**src/rtl/dda_stream_packer.sv**
```systemverilog
// DDA-out link transmitter: range-checks, saturates and packs per-ray results into
// 38-bit records and streams them as an AXI-stream master through a small elastic buffer.
module dda_stream_packer #(
  parameter int SCREEN_WIDTH  = 320,
  parameter int SCREEN_HEIGHT = 180,
  parameter int DEPTH         = 4
) (
  input  logic        pixel_clk_in,
  input  logic        rst_in,
  input  logic        dda_valid_in,
  input  logic [10:0] dda_hcount_in,
  input  logic [15:0] dda_lineHeight_in,
  input  logic        dda_wallType_in,
  input  logic [3:0]  dda_mapData_in,
  input  logic [15:0] dda_wallX_in,
  output logic        dda_ready_out,
  input  logic        fifo_tready_in,
  output logic        fifo_tvalid_out,
  output logic [37:0] fifo_tdata_out,
  output logic        fifo_tlast_out,
  output logic        overflow_out,
  output logic        range_err_out,
  output logic        frame_done_out,
  output logic [8:0]  rays_sent_out
);

  localparam int PW = (DEPTH > 1) ? $clog2(DEPTH) : 1;
  localparam int CW = PW + 1;
  localparam logic [10:0]   WIDTH_11  = 11'(SCREEN_WIDTH);
  localparam logic [10:0]   LAST_COL  = 11'(SCREEN_WIDTH - 1);
  localparam logic [15:0]   HEIGHT_16 = 16'(SCREEN_HEIGHT);
  localparam logic [CW-1:0] DEPTH_C   = CW'(DEPTH);

  // Each entry carries its tlast flag in bit 38 above the 38-bit record.
  logic [38:0]   mem [DEPTH];
  logic [PW-1:0] wr_ptr_reg;
  logic [PW-1:0] rd_ptr_reg;
  logic [CW-1:0] count_reg;

  logic        in_range;
  logic        full;
  logic        push;
  logic        pop;
  logic [7:0]  line_height;
  logic [38:0] entry;
  logic [38:0] head;

  always_comb begin
    in_range    = (dda_hcount_in < WIDTH_11);
    full        = (count_reg == DEPTH_C);
    push        = dda_valid_in && in_range && !full;
    pop         = (count_reg != '0) && fifo_tready_in;
    line_height = (dda_lineHeight_in >= HEIGHT_16) ? HEIGHT_16[7:0] : dda_lineHeight_in[7:0];
    entry       = {(dda_hcount_in == LAST_COL), dda_hcount_in[8:0], line_height,
                   dda_wallType_in, dda_mapData_in, dda_wallX_in};
  end

  always_ff @(posedge pixel_clk_in) begin
    if (push) begin
      mem[wr_ptr_reg] <= entry;
    end
  end

  // Pointers wrap for free because DEPTH is a power of two.
  always_ff @(posedge pixel_clk_in or negedge rst_in) begin
    if (!rst_in) begin
      wr_ptr_reg <= '0;
      rd_ptr_reg <= '0;
      count_reg  <= '0;
    end else begin
      if (push) begin
        wr_ptr_reg <= wr_ptr_reg + 1'b1;
      end
      if (pop) begin
        rd_ptr_reg <= rd_ptr_reg + 1'b1;
      end
      case ({push, pop})
        2'b10:   count_reg <= count_reg + 1'b1;
        2'b01:   count_reg <= count_reg - 1'b1;
        default: count_reg <= count_reg;
      endcase
    end
  end

  always_ff @(posedge pixel_clk_in or negedge rst_in) begin
    if (!rst_in) begin
      overflow_out   <= 1'b0;
      range_err_out  <= 1'b0;
      frame_done_out <= 1'b0;
      rays_sent_out  <= '0;
    end else begin
      if (dda_valid_in && !in_range) begin
        range_err_out <= 1'b1;
      end
      if (dda_valid_in && in_range && full) begin
        overflow_out <= 1'b1;
      end
      frame_done_out <= pop && head[38];
      if (pop) begin
        rays_sent_out <= head[38] ? 9'd0 : rays_sent_out + 1'b1;
      end
    end
  end

  // Empty buffer presents zeros so nothing stale or uninitialised leaks out.
  assign head            = (count_reg != '0) ? mem[rd_ptr_reg] : '0;
  assign fifo_tvalid_out = (count_reg != '0);
  assign fifo_tdata_out  = head[37:0];
  assign fifo_tlast_out  = head[38];
  assign dda_ready_out   = !full;

endmodule

```
**config.mk**
```make
export PLATFORM = sky130hd
export DESIGN_NAME = dda_stream_packer
export DESIGN_NICKNAME = d
export VERILOG_FILES = /design/src/rtl/dda_stream_packer.sv
export SDC_FILE = /design/constraint.sdc
export NUM_CORES = 1
export LEC_CHECK = 0
export CAP_MARGIN = 25
export CELL_PAD_IN_SITES_DETAIL_PLACEMENT = 1
export CELL_PAD_IN_SITES_GLOBAL_PLACEMENT = 2
export CORE_MARGIN = 2
export CORE_UTILIZATION = 40
export CTS_CLUSTER_DIAMETER = 150
export DETAILED_ROUTE_END_ITERATION = 8
export PLACE_DENSITY_LB_ADDON = 0.25
export REMOVE_ABC_BUFFERS = 1
export SYNTH_ARGS = -nofsm -noshare
export SYNTH_HDL_FRONTEND = slang
export SYNTH_SLANG_ARGS = --single-unit
```
**constraint.sdc**
```tcl
create_clock -name pixel_clk_in -period 2.73 [get_ports pixel_clk_in]
set_input_delay 0.546 -clock pixel_clk_in [delete_from_list [all_inputs] [get_ports pixel_clk_in]]
set_output_delay 0.546 -clock pixel_clk_in [all_outputs]
set_load 0.05 [all_outputs]
```
== After elaboration in Yosys (flattened, before gate mapping) ==
Memories as Yosys holds them, arrays and structs flattened.
Index checks and enable logic that the tools add are counted.

* Bits in registers: 19
* RAM bits: 156
* Output and inout bits: 53
* Logic and storage cells: 35
* Memories: 1

{| class="wikitable"
|+ Memory list
! memory !! words !! bits a word !! rd ports !! clocked after memory_dff !! wr ports !! line !! RTL
|-
| mem || 4 || 39 || 1 || 0 || 1 || 35 || <nowiki>logic [38:0] mem [DEPTH];</nowiki>
|}

* $add $sub $neg: 5
* $lt $le $gt $ge: 2
* Equality and inequality tests: 4
* Muxes and demuxes: 6
* Reduce and logical (&&, ||, !) cells: 10

{| class="wikitable"
|+ Operators by type and width
! kind !! count
|-
| 2-to-1 mux 39 bit || 1
|-
| greater-or-equal comparator 16 x 8 -> 1 bit, second input constant || 1
|-
| == test 11 x 9 -> 1 bit, second input constant || 1
|-
| < comparator 11 x 9 -> 1 bit, second input constant || 1
|-
| adder 9 x 1 -> 9 bit, second input constant || 1
|-
| 2-to-1 mux 9 bit || 1
|-
| 2-to-1 mux 8 bit || 1
|-
| logical AND 1 bit || 6
|-
| one-hot mux 3 bit (2 select lines) || 1
|-
| adder 2 x 1 -> 2 bit, second input constant || 2
|-
| adder 3 x 1 -> 3 bit, second input constant || 1
|-
| == test 3 bit, second input constant || 1
|-
| nonzero test 3 bit || 1
|-
| subtractor 3 x 1 -> 3 bit, second input constant || 1
|-
| == test 2 x 1 -> 1 bit, second input constant || 1
|-
| == test 2 bit, second input constant || 1
|-
| logical NOT 1 bit || 2
|-
| 2-to-1 mux 1 bit || 2
|-
| nonzero test 2 bit || 1
|}

== Logic depth before layout (Yosys ltp) ==
Gate-level depths: netlist of the first run.

* Depth in word-level cells: 5
* Depth in mapped cells: 10
* Mapped depth without buffers: 10

== Worst setup path after synthesis of the first run ==
No wires, ideal clock.

* Kind: input to register
* From: input port dda_hcount_in[7]
* To: memory mem[2][0] (enable)
* Library setup time: 400 ps
* Data arrival time: 2195 ps
* Required time: 2330 ps
* Slack: 135 ps
* Stages on the path: 4
* Path buffers: 0
* Path through: o21ai_0 > nand3_1 > a21oi_1 > and2_1

* Word-level cells in the longest chain between the ends: 5

{| class="wikitable"
|+ Ends and longest elaborated chain
! element !! line !! RTL
|-
| start, declared || 11 || <nowiki>input logic [10:0] dda_hcount_in,</nowiki>
|-
| < comparator 11 x 9 -> 1 bit || 49 || <nowiki>in_range = (dda_hcount_in < WIDTH_11);</nowiki>
|-
| logical AND 1 bit (2 in a row) || 51 || <nowiki>push = dda_valid_in && in_range && !full;</nowiki>
|-
| 2-to-1 mux 1 bit || 59 || <nowiki>if (push) begin</nowiki>
|-
| 2-to-1 mux 1 bit (not written as such) || 60 || <nowiki>mem[wr_ptr_reg] <= entry;</nowiki>
|-
| end, declared || 35 ||
|}

No other way between the ends.

== Worst setup path in the final report of the first run ==
* From: register rd_ptr_reg[1]
* To: output port fifo_tdata_out[3]

* Word-level cells in the longest chain between the ends: 2

{| class="wikitable"
|+ Ends and longest elaborated chain
! element !! line !! RTL
|-
| start, declared || 37 || <nowiki>logic [PW-1:0] rd_ptr_reg;</nowiki>
|-
| start signal, assigned || 75 || <nowiki>rd_ptr_reg <= rd_ptr_reg + 1'b1;</nowiki>
|-
| memory read (4 x 39 bit) || -- ||
|-
| 2-to-1 mux 39 bit || 106 || <nowiki>assign head = (count_reg != '0) ? mem[rd_ptr_reg] : '0;</nowiki>
|-
| end, declared || 19 || <nowiki>output logic [37:0] fifo_tdata_out,</nowiki>
|}

No other way between the ends.

==> results of run 1 <==
[cells by family (layout without fill, tap and decap cells)]
kind of cell	Yosys count	in the layout	synth area share (%)
fa+ha+maj	7	7	1.36
xor+xnor	6	6	0.754
compound gates	27	27	2.42
simple gates	85	85	7.00
flops	175	175	74.0
buf+inv	25	167	1.54
mux	41	41	12.9
[repair_timing]
action | 4_1_cts | 5_1_grt
hold buffers | 0 | 0
endpoints found under the setup margin | 28 | 0
resized for setup | 0 | 0
setup buffers | 2 | 0
[worst max-delay path by stage]
stage / start / slack (ns) / endpoint / cells past startpoint
5_1_grt: rd_ptr_reg[1]$_DFFE_PN0P_ / 0.03 / fifo_tdata_out[3] / 4
4_1_cts: rd_ptr_reg[1]$_DFFE_PN0P_ / 0.07 / fifo_tdata_out[3] / 4
6_report: rd_ptr_reg[1]$_DFFE_PN0P_ / 0.13 / fifo_tdata_out[3] / 4
3_5_place_dp: dda_hcount_in[6] / 0.08 / count_reg[2]$_DFFE_PN0P_ / 11
2_1_floorplan: count_reg[0]$_DFFE_PN0P_ / -1.11 / fifo_tvalid_out / 2
3_3_place_gp: dda_hcount_in[6] / 0.17 / count_reg[2]$_DFFE_PN0P_ / 11
[where the power goes]
part	total, mW	internal [mW]	leakage, nW	switching [mW]
Clock	2.32	1.34	0.280	0.980
Sequential	3.29	3.09	1.69	0.203
Combinational	3.88	1.48	1.19	2.40
[critical path, cell delays in order, from the launching register on]
cell and delay, ns:
dfrtp_2 0.66, buf_4 0.27, mux4_2 0.34, nor2b_1 0.16
buf_4 0.20
[cells in the final DEF, fill, tap and decap left out, drive strengths merged, types with 2 or more instances in the layout]
| master | n |
|---|---|
| edfxtp | 156 |
| clkdlybuf4s50 | 64 |
| buf | 62 |
| nor2b | 40 |
| mux4 | 39 |
| dfrtp | 19 |
| clkbuf | 17 |
| inv | 12 |
| nand2 | 10 |
| o21ai | 10 |
| clkinv | 9 |
| nor2 | 7 |
| o31ai | 7 |
| and2 | 7 |
| nand3 | 6 |
| ha | 6 |
| xnor2 | 4 |
| a21oi | 3 |
| nand2b | 3 |
| nor4 | 2 |
| nand4 | 2 |
| and3 | 2 |
| a31oi | 2 |
| a21o | 2 |
| xor2 | 2 |
| bufinv | 2 |
| nor3 | 2 |
| or2 | 2 |
[cell type report]
type	count	area share, %
Clock inverter	15	1.59
Multi-Input combinational cell	166	19.1
Tap cell	225	3.14
Clock buffer	17	4.74
Sequential cell	175	57.6
Inverter	9	0.377
Timing Repair Buffer	126	13.4
[layer usage]
layer	up-vias	routed length (um)
met3	18	646
met2	99	6960
li1	1695	-
met5	-	0
met1	1888	6110
met4	0	275
[stage by stage]
step | total power [mW] | TNS [ns]
floorplan | 5.99 | -44.90
global placement | 7.22 | 0
detailed placement | 7.26 | 0
CTS | 9.62 | 0
global route | 9.93 | 0
finish | 9.49 | 0
==> reports/summary.txt, run 1 <==
status - completed
R2R Path End - rays_sent_out[6]$_DFFE_PN0P_
Non-Filler Instances - 733
peak supply drop - 0.618 mV
final setup fails - 0
port bufs - 104
Overflow after GRT - 0
Synth async-reset ratio - 10.9%
initial antenna violation count - 0
synth unique cells - 36
Yosys Warn Count - 0
latest clock arrival within the worst-skew pair - 0.42 ns
Worst Reg-to-Reg Cells - 3
first-pass GRT wire length - 22300 um
hold path start - rays_sent_out[8]$_DFFE_PN0P_
CTS Buf Count - 17
final critical-path share of the clock period - 95.2%
mean number of vias per cell - 5.05
pwr/cell area - 1060 nW/um^2
CTS tree - built
vias in the first global route - 4006
CP Max Fanout - 16
final instance area - 8970 um^2
Hold Path Stages - 1
Worst Clk Skew - 0.00929 ns
worst slew pin tran - 0.870 ns
clock sink total - 175
slack of the critical path - 0.130 ns
worst flop-to-flop path startpoint - rd_ptr_reg[1]$_DFFE_PN0P_
RSZ-0062 raised after global routing - no
router iterations before antenna repair - 5
Hold EP - rays_sent_out[8]$_DFFE_PN0P_
Max Cap Violations - 0
Initial Util - 40.6%
layout cells sized above 1 - 27.6%
Req. time, crit path - 2.18 ns
most frequent cells after synthesis - 156 x edfxtp_1, 40 x nor2b_1, 39 x mux4_2, 19 x dfrtp_1
crit path launch type - flop
Post-Syn Area per Cell - 19.0 um^2
I/O Pins - 105
ys flop type - edfxtp_1
fmax - 0.385 GHz
# fillers - 1620
drt first-iter violations - 214
final hold violation count - 0
min-delay worst type - flop to flop
Die Y - 136 um
minimum clock period - 2.60 ns
M3 GR Usage - 3.47%
# H-tree levels - 4
met1 Usage GRT - 21.8%
placed cell area - 8390 um^2
HPWL after DPL - 9090 um
Post-Syn Area - 6970 um^2
EDFF count, synth - 156
final wirelength - 14000 um
die area - 18500 um^2
Core Footprint - 17200 um^2
number of diodes - 0
Lkg Pwr - 3.16 nW
met2 usage - 26.5%
Layout Nets - 554
Remaining DRCs - 0
dpl cells - 699
CP Capture Type - primary output
CTS max path bufs - 2
Area Overhead vs Synth - 28.6%
clk slew on worst S/H paths - 0.06 ns
post-route ant nets - 0
max-slew violations - 0
Gate Count Post-Synth - 366
FF-to-FF setup slack - 0.78 ns
top-count cell post-synth - edfxtp_1
ranking of synthesized cells by area - edfxtp_1 67%, mux4_2 13%, dfrtp_1 6.8%
register area share after synthesis - 74.0%
dpl ws - 0.0781 ns
final worst hold slack - 0.482 ns
Final GP Congestion - 0.709
gr busiest metal - met2
Yosys reg bits - 175
Yosys top cell area share - 67.2%
drt wl/cell - 19.1 um
area occupied by multi-input gates - 1710 um^2
Chip Width - 136 um
Reg area - 5160 um^2
Final Util - 52.2%
Rel. slew slack - 41.8%
largest net degree at the start of global routing - 29
CTS root buffer - clkbuf_16
data arrival time of the worst path - 2.05 ns
max FFs per register - 156
Vias - 3700
total track usage - 16.4%
largest area contributor in the netlist - edfxtp_1
Row Count - 48
CP Class - flop to primary output
No activity file was read; power rests on OpenSTA's default activity.
==> run 2, diff against run 1 <==
--- a/config.mk
+++ b/config.mk
@@ -9,7 +9,7 @@
 export CELL_PAD_IN_SITES_DETAIL_PLACEMENT = 1
 export CELL_PAD_IN_SITES_GLOBAL_PLACEMENT = 2
 export CORE_MARGIN = 2
-export CORE_UTILIZATION = 40
+export CORE_UTILIZATION = 43
 export CTS_CLUSTER_DIAMETER = 150
 export DETAILED_ROUTE_END_ITERATION = 8
 export PLACE_DENSITY_LB_ADDON = 0.25
==> constraint.sdc (replaced) <==
create_clock -name pixel_clk_in -period 3.25 [get_ports pixel_clk_in]
set_input_delay 0.65 -clock pixel_clk_in [delete_from_list [all_inputs] [get_ports pixel_clk_in]]
set_output_delay 0.65 -clock pixel_clk_in [all_outputs]
set_load 0.05 [all_outputs]
==> reports/summary.txt, run 2 (synthesis gave the netlist of run 1 again) <==
slack of the critical path - 0.115 ns
status - completed
gr busiest metal - met2
met2 usage - 30.5%
number of diodes - 0
Req. time, crit path - 2.60 ns
CTS Buf Count - 17
clk slew on worst S/H paths - 0.06 ns
final critical-path share of the clock period - 96.5%
Max Cap Violations - 0
pwr/cell area - 896 nW/um^2
drt first-iter violations - 218
final hold violation count - 0
CP Class - flop to primary output
most frequent cells in the layout - 156 x edfxtp_1, 83 x clkdlybuf4s50_1, 40 x nor2b_1, 39 x mux4_2, 30 x buf_4
worst slew pin tran - 0.913 ns
dpl cells - 686
Rel. slew slack - 38.9%
latest clock arrival within the worst-skew pair - 0.42 ns
data arrival time of the worst path - 2.48 ns
CTS max path bufs - 2
Non-Filler Instances - 718
Layout Nets - 548
CP Capture Type - primary output
# H-tree levels - 4
first-pass GRT wire length - 23000 um
min-delay worst type - flop to flop
dpl ws - 0.385 ns
Core Footprint - 15900 um^2
port bufs - 104
setup bufs post-CTS - 0
HPWL after DPL - 9640 um
clock sink total - 175
commonest non-fill, non-tap cell in the layout - edfxtp_1
CP Max Fanout - 27
final instance area - 8950 um^2
max-slew violations - 0
RSZ-0062 raised after global routing - no
met1 Usage GRT - 22.3%
Initial Util - 43.9%
minimum clock period - 3.13 ns
Chip Width - 131 um
initial antenna violation count - 0
final wirelength - 14500 um
# fillers - 1472
layout cells sized above 1 - 22.9%
Lkg Pwr - 3.09 nW
vias in the first global route - 4066
# resized after CTS - 0
router iterations before antenna repair - 4
Final GP Congestion - 0.743
total track usage - 17.8%
Overflow after GRT - 0
crit path launch type - flop
drt wl/cell - 20.2 um
Vias - 3700
I/O Pins - 105
Final Util - 56.3%
mean number of vias per cell - 5.15
die area - 17200 um^2
Die Y - 131 um
CTS tree - built
max FFs per register - 156
M3 GR Usage - 3.90%
CTS root buffer - clkbuf_16
placed cell area - 8380 um^2
peak supply drop - 0.476 mV
setup TNS - 0 ns
post-route ant nets - 0
Hold-fix buffers, CTS - 0
final setup fails - 0
Area Overhead vs Synth - 28.4%
Worst Clk Skew - 0.00397 ns
largest net degree at the start of global routing - 39
Remaining DRCs - 0
fmax - 0.319 GHz
Row Count - 46
## run 2: where the power goes
part	internal, mW	switching, mW
Combinational	1.28	2.02
Sequential	2.59	0.171
Clock	1.12	0.834
## run 2: routing by layer
metal / share of wire (%) / vias to the layer above
met2: 53 / 96
li1: - / 1683
met1: 42 / 1906
met5: 0 / -
met4: 1.3 / 0
met3: 3.7 / 15
## run 2: cell type report
class	count	area (um^2)	share of cell area (%)
clock buffers	17	425	4.75
flip-flops and latches	175	5160	57.7
inverters	9	33.8	0.378
clock inverters	15	146	1.64
repair buffers	120	1200	13.4
well taps	216	270	3.02
multi-input cells	166	1710	19.2
## run 2: final timing paths
kind | from | end | slack (ns) | cells after the start
worst max-delay path | rd_ptr_reg[0]$_DFFE_PN0P_ | fifo_tdata_out[35] | 0.12 | 4
worst min-delay path | range_err_out$_DFFE_PN0P_ | range_err_out$_DFFE_PN0P_ | 0.46 | 1
worst max register to register | rd_ptr_reg[1]$_DFFE_PN0P_ | rays_sent_out[4]$_DFFE_PN0P_ | 0.92 | 5
worst min register to register | range_err_out$_DFFE_PN0P_ | range_err_out$_DFFE_PN0P_ | 0.46 | 1
max in group asynchronous | rst_in | rd_ptr_reg[0]$_DFFE_PN0P_ | 1.89 | 1
min in group asynchronous | rst_in | range_err_out$_DFFE_PN0P_ | 0.74 | 1
## run 2: critical path, cell delays in order (launching register included)
cell	delay [ns]
dfrtp_2	0.39
buf_12	0.25
mux4_2	0.56
nor2b_1	0.15
clkdlybuf4s50_1	0.70
## run 2: metrics by stage
stage                     hold slack (ns)  total power, mW
after floorplan                     0.354             5.03
after detailed placement            0.454             6.16
final                               0.463             8.02
after global placement              0.448             6.10
after global routing                0.499             8.35
after CTS                           0.467             8.12
==> run 3, diff against run 2 <==
--- a/config.mk
+++ b/config.mk
@@ -9,7 +9,7 @@
 export CELL_PAD_IN_SITES_DETAIL_PLACEMENT = 1
 export CELL_PAD_IN_SITES_GLOBAL_PLACEMENT = 2
 export CORE_MARGIN = 2
-export CORE_UTILIZATION = 43
+export CORE_UTILIZATION = 35
 export CTS_CLUSTER_DIAMETER = 150
 export DETAILED_ROUTE_END_ITERATION = 8
 export PLACE_DENSITY_LB_ADDON = 0.25
==> reports/summary.txt, run 3 (synthesis gave the netlist of run 1 again) <==
Rel. slew slack - 40.9%
number of diodes - 0
mean number of vias per cell - 4.86
vias in the first global route - 4031
final instance area - 8930 um^2
port bufs - 104
RSZ-0062 raised after global routing - no
drt first-iter violations - 140
Initial Util - 35.7%
latest clock arrival within the worst-skew pair - 0.42 ns
CP Cell Sequence - buf_4 > mux4_2 > nor2b_1 > buf_4
post-route ant nets - 0
# H-tree levels - 4
Req. time, crit path - 2.60 ns
Worst Clk Skew - 0.00620 ns
CP Capture Type - primary output
CTS Buf Count - 17
drt wl/cell - 19.3 um
total power - 7.96 mW
Die Y - 145 um
first-pass GRT wire length - 23300 um
final critical-path share of the clock period - 91.1%
Core Footprint - 19500 um^2
slowest CP cell - dfrtp_4
CP dominant cell by count - buf_4
clock sink total - 175
min-delay worst type - flop to flop
CP Class - flop to primary output
# resized after CTS - 0
CTS root buffer - clkbuf_16
Layout Nets - 548
Top delay family on crit path - flip-flops
layout cells sized above 1 - 26.5%
Worst Path Buf+Inv - 2
status - completed
clk slew on worst S/H paths - 0.06 ns
final setup fails - 0
data arrival time of the worst path - 2.31 ns
most frequent cells in the layout - 156 x edfxtp_1, 65 x clkdlybuf4s50_1, 51 x buf_4, 40 x nor2b_1, 39 x mux4_2
max FFs per register - 156
Max Cap Violations - 0
max-slew violations - 0
Lkg Pwr - 3.11 nW
total track usage - 14.8%
Final GP Congestion - 0.710
final wirelength - 14800 um
worst slew pin tran - 0.884 ns
crit path launch type - flop
Vias - 3726
Hold-fix buffers, CTS - 0
Row Count - 51
CTS tree - built
I/O Pins - 105
CP Max Fanout - 20
CTS max path bufs - 2
router iterations before antenna repair - 5
setup bufs post-CTS - 0
fmax - 0.338 GHz
final hold violation count - 0
peak supply drop - 0.557 mV
largest net degree at the start of global routing - 40
HPWL after DPL - 9830 um
Area Overhead vs Synth - 28.1%
minimum clock period - 2.96 ns
placed cell area - 8360 um^2
die area - 21100 um^2
pwr/cell area - 892 nW/um^2
Remaining DRCs - 0
Chip Width - 145 um
initial antenna violation count - 0
Overflow after GRT - 0
commonest non-fill, non-tap cell in the layout - edfxtp_1
CP peak stage delay - 0.71 ns
-- run 3: changes by cell type in the layout (fill, tap and decap cells not counted), sizes merged --
| cell | delta |
|---|---|
| inv | +2 |
| clkinv | -2 |
| clkbuf | +2 |
| clkinvlp | -2 |
| clkdlybuf4s50 | -18 |
| buf | +18 |
-- run 3: layer usage --
| layer | track usage (%) | share of wire, % | routed length [um] | up-vias |
|---|---|---|---|---|
| met5 | 0 | 0 | 0 | - |
| met4 | 4.41 | 1.2 | 177 | 0 |
| met3 | 4.47 | 4.6 | 673 | 14 |
| met2 | 25.2 | 51 | 7580 | 92 |
| met1 | 18.5 | 43 | 6360 | 1933 |
| li1 | - | - | - | 1687 |
-- run 3: layout make-up --
| class | instances | area, um^2 |
|---|---|---|
| Clock buffer | 19 | 433 |
| Multi-Input combinational cell | 166 | 1710 |
| Clock inverter | 13 | 138 |
| Tap cell | 265 | 332 |
| Sequential cell | 175 | 5160 |
| Fill cell | 1932 | 10600 |
| Timing Repair Buffer | 120 | 1110 |
| Inverter | 9 | 33.8 |
-- run 3: worst reg2reg max path, stage by stage, from the launching register on --
cell and delay [ns]:
dfrtp_4 0.71, mux4_2 0.71, or2_1 0.38, o31ai_1 0.29
-- run 3: final timing paths --
kind                                                 from                      endpoint  slack, ns  cells after the start
max in group asynchronous                          rst_in     rd_ptr_reg[0]$_DFFE_PN0P_       1.88                      1
worst min register to register  range_err_out$_DFFE_PN0P_     range_err_out$_DFFE_PN0P_       0.49                      1
worst min-delay path            range_err_out$_DFFE_PN0P_     range_err_out$_DFFE_PN0P_       0.49                      1
worst max register to register  rd_ptr_reg[0]$_DFFE_PN0P_  rays_sent_out[5]$_DFFE_PN0P_       1.05                      3
worst max-delay path            rd_ptr_reg[0]$_DFFE_PN0P_            fifo_tdata_out[35]       0.29                      4
min in group asynchronous                          rst_in  rays_sent_out[7]$_DFFE_PN0P_       0.73                      1
-- run 3: report_power, final --
group | switching [mW] | internal [mW]
Clock | 0.827 | 1.13
Combinational | 1.97 | 1.21
Sequential | 0.234 | 2.60
-- run 3: through the flow --
stage	cells	TNS, ns	setup WS (ns)	util, %	hold slack [ns]
floorplan	350	-25.80	-0.699	-	0.354
global placement	735	0	0.482	42.8	0.468
detailed placement	735	0	0.435	42.8	0.474
CTS	767	0	0.214	45.7	0.490
global route	767	0	0.139	45.7	0.517
finish	767	0	0.288	45.7	0.491
